File: config.mk
export PLATFORM = sky130hd
export DESIGN_NAME = regfile_wr_arbiter
export DESIGN_NICKNAME = d
export VERILOG_FILES = /design/src/rtl/regfile_wr_arbiter_pkg.sv /design/src/rtl/regfile_wr_arbiter_rr_pick4.sv /design/src/rtl/regfile_wr_arbiter.sv
export SDC_FILE = /design/constraint.sdc
export NUM_CORES = 1
export LEC_CHECK = 0
export ABC_AREA = 1
export CORE_AREA = 2 2 87 89
export CTS_CLUSTER_DIAMETER = 200
export CTS_CLUSTER_SIZE = 28
export DETAILED_ROUTE_END_ITERATION = 7
export DIE_AREA = 0 0 89 91
export HOLD_SLACK_MARGIN = 0.03
export PLACE_DENSITY = 0.92
export SLEW_MARGIN = 20
export SYNTH_ARGS = -nofsm -noshare
export SYNTH_HDL_FRONTEND = slang
export SYNTH_SLANG_ARGS = --single-unit
File: constraint.sdc
create_clock -name clk -period 2.8 [get_ports clk]
set_input_delay 0.28 -clock clk [delete_from_list [all_inputs] [get_ports clk]]
set_output_delay 0.28 -clock clk [all_outputs]
set_load 0.005 [all_outputs]
File: src/rtl/regfile_wr_arbiter_pkg.sv
// Shared constants for the register-file write-port arbiter: source indices,
// RegDst select codes and the fixed $29/$31 destinations.
// Pure declarations, no logic; imported by regfile_wr_arbiter and rr_pick4.
package regwr_pkg;

  // Request/ack bit position of each write source
  localparam int SRC_RT = 0;
  localparam int SRC_RD = 1;
  localparam int SRC_SP = 2;
  localparam int SRC_RA = 3;

  // RegDst mux select code; numerically equal to the source index
  typedef logic [1:0] regdst_t;

  localparam regdst_t RDST_RT = 2'b00;
  localparam regdst_t RDST_RD = 2'b01;
  localparam regdst_t RDST_SP = 2'b10;
  localparam regdst_t RDST_RA = 2'b11;

  // Implicit destinations for stack-pointer and link writes
  localparam logic [4:0] REG_SP = 5'd29;
  localparam logic [4:0] REG_RA = 5'd31;

  // One-hot request/ack mask for a select code
  function automatic logic [3:0] sel_onehot(input regdst_t sel);
    logic [3:0] oh;
    oh = 4'b0000;
    oh[sel] = 1'b1;
    return oh;
  endfunction

endpackage

File: src/rtl/regfile_wr_arbiter_rr_pick4.sv
// rr_pick4: 4-way round-robin picker; search starts at index ptr and wraps.
// Latency: purely combinational. Backpressure: none, a grant is only a selection.
// Only built when REGWR_RR_EN is defined; the fixed-priority build never uses it.
`ifdef REGWR_RR_EN
module rr_pick4
  import regwr_pkg::*;
(
  input  logic [3:0] req,
  input  logic [1:0] ptr,
  output logic [3:0] gnt,
  output logic       vld
);

  // Walk ptr, ptr+1, ... (mod 4) and grant the first requesting index
  always_comb begin
    logic [1:0] idx;
    gnt = 4'b0000;
    idx = 2'b00;
    for (int k = 0; k < 4; k++) begin
      idx = ptr + k[1:0];
      if ((gnt == 4'b0000) && req[idx]) begin
        gnt[idx] = 1'b1;
      end
    end
    vld = |req;
  end

endmodule
`endif

File: src/rtl/regfile_wr_arbiter.sv
// regfile_wr_arbiter: grants one of four register-file write sources per cycle (macro REGWR_RR_EN = round-robin, else fixed ra>sp>rd>rt).
// Latency: req before edge N -> registered reg_write/ack/wr_* valid for cycle N..N+1.
// Backpressure: losers hold req; the source acked this cycle is masked so it is never granted twice in a row.
module regfile_wr_arbiter
  import regwr_pkg::*;
#(
  parameter int DATA_W = 32
) (
  input  logic              clk,
  input  logic              reset,
  input  logic [3:0]        req,
  input  logic [4:0]        rt_addr,
  input  logic [4:0]        rd_addr,
  input  logic [DATA_W-1:0] wdata0,
  input  logic [DATA_W-1:0] wdata1,
  input  logic [DATA_W-1:0] wdata2,
  input  logic [DATA_W-1:0] wdata3,
  output logic [3:0]        ack,
  output logic [1:0]        regdst_sel,
  output logic [4:0]        wr_addr,
  output logic [DATA_W-1:0] wr_data,
  output logic              reg_write,
  output logic              busy
);

  logic [3:0]        ack_q, ack_d;
  logic              reg_write_q, reg_write_d;
  regdst_t           regdst_sel_q, regdst_sel_d;
  logic [4:0]        wr_addr_q, wr_addr_d;
  logic [DATA_W-1:0] wr_data_q, wr_data_d;

  logic [3:0] elig;
  logic       grant_vld;
  regdst_t    grant_idx;

  // A requester sees its ack one cycle before it can drop req, so mask it here
  assign elig = req & ~ack_q;

`ifdef REGWR_RR_EN
  logic [1:0] ptr_q, ptr_d;
  logic [3:0] rr_gnt;

  rr_pick4 u_rr_pick4 (
    .req (elig),
    .ptr (ptr_q),
    .gnt (rr_gnt),
    .vld (grant_vld)
  );

  // Encode the one-hot round-robin grant into a select code
  always_comb begin
    grant_idx = RDST_RT;
    unique case (rr_gnt)
      4'b0010: grant_idx = RDST_RD;
      4'b0100: grant_idx = RDST_SP;
      4'b1000: grant_idx = RDST_RA;
      default: grant_idx = RDST_RT;
    endcase
  end

  // Next search starts just past the winner; pointer holds when nothing is granted
  always_comb begin
    ptr_d = ptr_q;
    if (grant_vld) begin
      ptr_d = grant_idx + 2'd1;
    end
  end

  // Round-robin pointer; reset points at rt so rt wins first
  always_ff @(posedge clk or posedge reset) begin
    if (reset) begin
      ptr_q <= 2'b00;
    end else begin
      ptr_q <= ptr_d;
    end
  end
`else
  // Fixed priority ra > sp > rd > rt
  always_comb begin
    grant_vld = |elig;
    grant_idx = RDST_RT;
    if (elig[SRC_RA]) begin
      grant_idx = RDST_RA;
    end else if (elig[SRC_SP]) begin
      grant_idx = RDST_SP;
    end else if (elig[SRC_RD]) begin
      grant_idx = RDST_RD;
    end
  end
`endif

  // Resolve the winner's destination/data; $0 retires the requester without writing
  always_comb begin
    ack_d        = 4'b0000;
    reg_write_d  = 1'b0;
    regdst_sel_d = regdst_sel_q;
    wr_addr_d    = wr_addr_q;
    wr_data_d    = wr_data_q;
    if (grant_vld) begin
      regdst_sel_d = grant_idx;
      unique case (grant_idx)
        RDST_RT: begin wr_addr_d = rt_addr; wr_data_d = wdata0; end
        RDST_RD: begin wr_addr_d = rd_addr; wr_data_d = wdata1; end
        RDST_SP: begin wr_addr_d = REG_SP;  wr_data_d = wdata2; end
        default: begin wr_addr_d = REG_RA;  wr_data_d = wdata3; end
      endcase
      ack_d       = sel_onehot(grant_idx);
      reg_write_d = (wr_addr_d != 5'd0);
    end
  end

  // Write-stage register: WRITE when ack/reg_write are set, IDLE otherwise
  always_ff @(posedge clk or posedge reset) begin
    if (reset) begin
      ack_q        <= 4'b0000;
      reg_write_q  <= 1'b0;
      regdst_sel_q <= RDST_RT;
      wr_addr_q    <= 5'd0;
      wr_data_q    <= '0;
    end else begin
      ack_q        <= ack_d;
      reg_write_q  <= reg_write_d;
      regdst_sel_q <= regdst_sel_d;
      wr_addr_q    <= wr_addr_d;
      wr_data_q    <= wr_data_d;
    end
  end

  assign ack        = ack_q;
  assign reg_write  = reg_write_q;
  assign regdst_sel = regdst_sel_q;
  assign wr_addr    = wr_addr_q;
  assign wr_data    = wr_data_q;
  assign busy       = |req;

endmodule

==> parameters.txt <==
Parameter                              Value

Run status
  Result of the run ... finished clean

Timing
  TNS Setup ... 0 ns
  Number of hold violations in the final report ... 0
  Unrepaired setup endpoints after global routing ... no
  Actual slew at the worst max-slew pin ... 0.941 ns
  Final number of max-transition violations ... 0
  Worst setup skew after layout ... roughly 0.0039 ns
  Post-route minimum period ... 1.91 ns
  Finish-stage setup viols ... 0
  Final Cycle Share ... 68.3%
  Fmax ... approximately 520 MHz
  Minimum setup slack in the final design ... a little under 0.9 ns
  Worst slew margin relative to its limit ... 37.2%

Critical path
  Required time reported for the critical path endpoint ... between 3 and 4 ns
  Destination of the worst register-to-register timing path ... reg_write
  Setup slack of the worst register-to-register path ... ~0.95 ns
  Worst Reg2Reg Path Length in Cells ... 9
  CP Capture Type ... flip-flop
  Critical path arrival ... 2.14 ns
  Startpoint of the worst-slack reg-to-reg timing path ... ack[3]
  Maximum fanout along the worst path ... 63
  Setup CP Type ... input pin to flip-flop
  Element type at the critical path start ... input pin

Routing
  DR WL/cell ... between 10 and 15 um
  Routed Antenna Nets ... 0
  Post-route DRC violation count ... 0
  First-iteration detailed-routing DRC count ... 107
  First drt pass iteration count ... 4
  Via count ... between 3,000 and 4,000
  Via-per-instance ratio ... 4.93
  Final routed wirelength across all metal layers ... between 9000 and 10,000 um

Synth
  Total of warnings raised by yosys ... 0
  Mean Syn Cell Area ... around 6.7 sq um
  Post-synth top flop ... dfrtp_1
  Synth area leader ... dfrtp_1
  Number of cells produced by synthesis ... slightly below 400
  Dominant cell by count in the synthesized netlist ... nand2_1
  Post-synth design cell area ... 2640 sq um
  Post-synthesis register bit count ... 44
  Top cell type's share of synthesized area ... about two fifths
  Post-Synthesis Net Count ... 536
  Async S/R FF share, synth ... 100%
  Post-synth EDFFs ... 0
  Count of distinct cell types in the synthesized netlist ... 22
  Most frequent cells after synthesis ... nand2_1, dfrtp_1, nor2_1
  Leading cell types by total area after synthesis ... dfrtp_1, nand2_1, nor2_1
  Proportion of synthesized chip area in sequential cells ... about two fifths

Final layout
  Synthesis-to-finish area growth ... 77.8%
  Total Nets Final ... a little over 700
  Fin cells ... 670
  Antenna diode count ... 0
  Fraction of final layout cells sized beyond drive strength 1 ... between 4 and 5%

Placement
  Port bufs ... around 190
  Instance count after placement with tap cells included ... about 660
  Final weighted congestion of routability-driven global placement ... between 0.8 and 0.9
  Pre-CTS worst setup slack ... about 0.55 ns
  Post-DP HPWL ... ~7600 um

Die
  Y dimension of the die ... around 90 um
  Io pins ... between 150 and 200
  Floorplan row count ... 31
  Starting Density ... 37.0%
  Area of the core ... 7140 sq um
  Horizontal die dimension ... 89 um
  Area of the die ... 8100 sq um

Global routing
  Number of antenna violations at the first check in global routing ... 0
  Maximum number of pins on one net before global-route repair ... 64
  GR Util All Layers ... around a quarter
  Global-route wire length before repair ... 15,000 um
  Final global-route overflow total ... 0
  Vias in the first global route ... around 3,200

Power
  Power per standard cell area ... around 440 nW/um^2
  Max IR drop VDD ... approximately 0.24 mV
  Leakage power ... 2.04 nW

Clocking
  Reg clk slew, reported paths ... around 0.080 ns
  Later-pin clock latency in the skew report ... ~0.29 ns
  Level count of the clock H-tree ... 2
  # Post-CTS Setup Buffers ... 0
  Clock tree buffer depth ... 2
  Cell at the root of the clock tree ... clkbuf_8
  Post_cts resized ... 0
  CTS tree ... yes
  Number of clock sinks ... 44
  Hold buffer count at cts ... 0
  Number of buffers added by the clock tree synthesis step ... 5

Hold path
  Min-Delay Path Depth ... 2
  Worst Hold Launch ... wr_data[13]
  Class of the tightest hold or removal check ... flip-flop to flip-flop
  Worst hold path endpoint ... wr_data[13]

Run
  Max-cap violation count ... 0
==> critical path, cell delays in order <==
cell and delay [ns]:
clkdlybuf4s50_1 0.53, inv_1 0.09, nor2_4 0.16, nor2_4 0.07, o21ai_2 0.27, inv_4 0.41, nor2_1 0.18, nand2_1 0.07
nand2_1 0.06
==> where the power goes <==
group          switching (mW)  total, mW  internal, mW  leakage [nW]
Combinational           0.309      0.751         0.442          1.46
Clock                   0.211      0.526         0.315        0.0645
Sequential             0.0626      0.795         0.733         0.518
Total                   0.583       2.07          1.49          2.04
==> routing by layer <==
layer / share of wire, % / vias up / track usage, %
met5: 0 / - / 0
li1: - / 1619 / -
met1: 39 / 1503 / 27.2
met2: 49 / 166 / 43.8
met4: 1.4 / 0 / 4.60
met3: 9.6 / 13 / 5.82
==> flip-flops by register name, summed over array words and instances (netlist names) <==
| register | cells |
|---|---|
| ack | 4 |
| wr_addr | 5 |
| wr_data | 32 |
| reg_write | 1 |
| regdst_sel | 2 |
==> cells by family (layout without fill, tap and decap cells) <==
logic type | count (synthesis) | count (layout) | share of synthesized area [%]
and+or+nand+nor | 271 | 271 | 42.7
DFF | 44 | 44 | 41.6
AOI/OAI and AO/OA | 37 | 37 | 8.57
buffers and inverters | 40 | 219 | 7.10
==> worst max-delay path by stage <==
stage / start / to / slack, ns / depth (start not counted)
detailed placement: req[1] / wr_data[29] / 0.55 / 9
CTS: req[1] / wr_data[29] / 0.86 / 9
floorplan: ack[2] / wr_data[12] / 1.44 / 10
global placement: req[1] / wr_data[24] / 0.66 / 9
finish: req[1] / wr_data[29] / 0.89 / 9
global route: req[1] / wr_data[13] / 0.70 / 9
==> cell usage in the layout, fill, tap and decap left out <==
cell             Yosys  layout
a21oi_1             15      15
buf_4                6       6
bufinv_16            0       1
clkbuf_8             0       7
clkdlybuf4s50_1      0     188
clkinv_1             1       1
dfrtp_1             44      44
inv_1               14      13
inv_2                1       2
inv_4                1       1
nand2_1            180     180
nand2_2              2       2
nand2_4              1       1
nand3_1             21      21
nand4_1             21      21
nor2_1              42      42
nor2_2               2       2
nor2_4               2       2
o211ai_1            15      15
o21ai_0              2       2
o21ai_1              4       4
o21ai_2              1       1
==> metrics by stage <==
stage	hold WS (ns)	util, %	cell area, sq um	total power [mW]
after floorplan	0.444	-	2640	1.07
after global placement	0.462	64.1	4570	1.54
after detailed placement	0.464	64.1	4570	1.56
after CTS	0.487	65.8	4700	2.09
after global routing	0.518	65.8	4700	2.20
final	0.485	65.8	4700	2.07
==> cell type report <==
cell class	count	area [sq um]
clock buffers	7	96.3
clock inverters	1	30.0
fillers	610	2440
inverters	17	66.3
multi-input cells	308	1360
flip-flops and latches	44	1100
well taps	99	124
repair buffers	194	1930
Power figures use the tool's default switching activity.
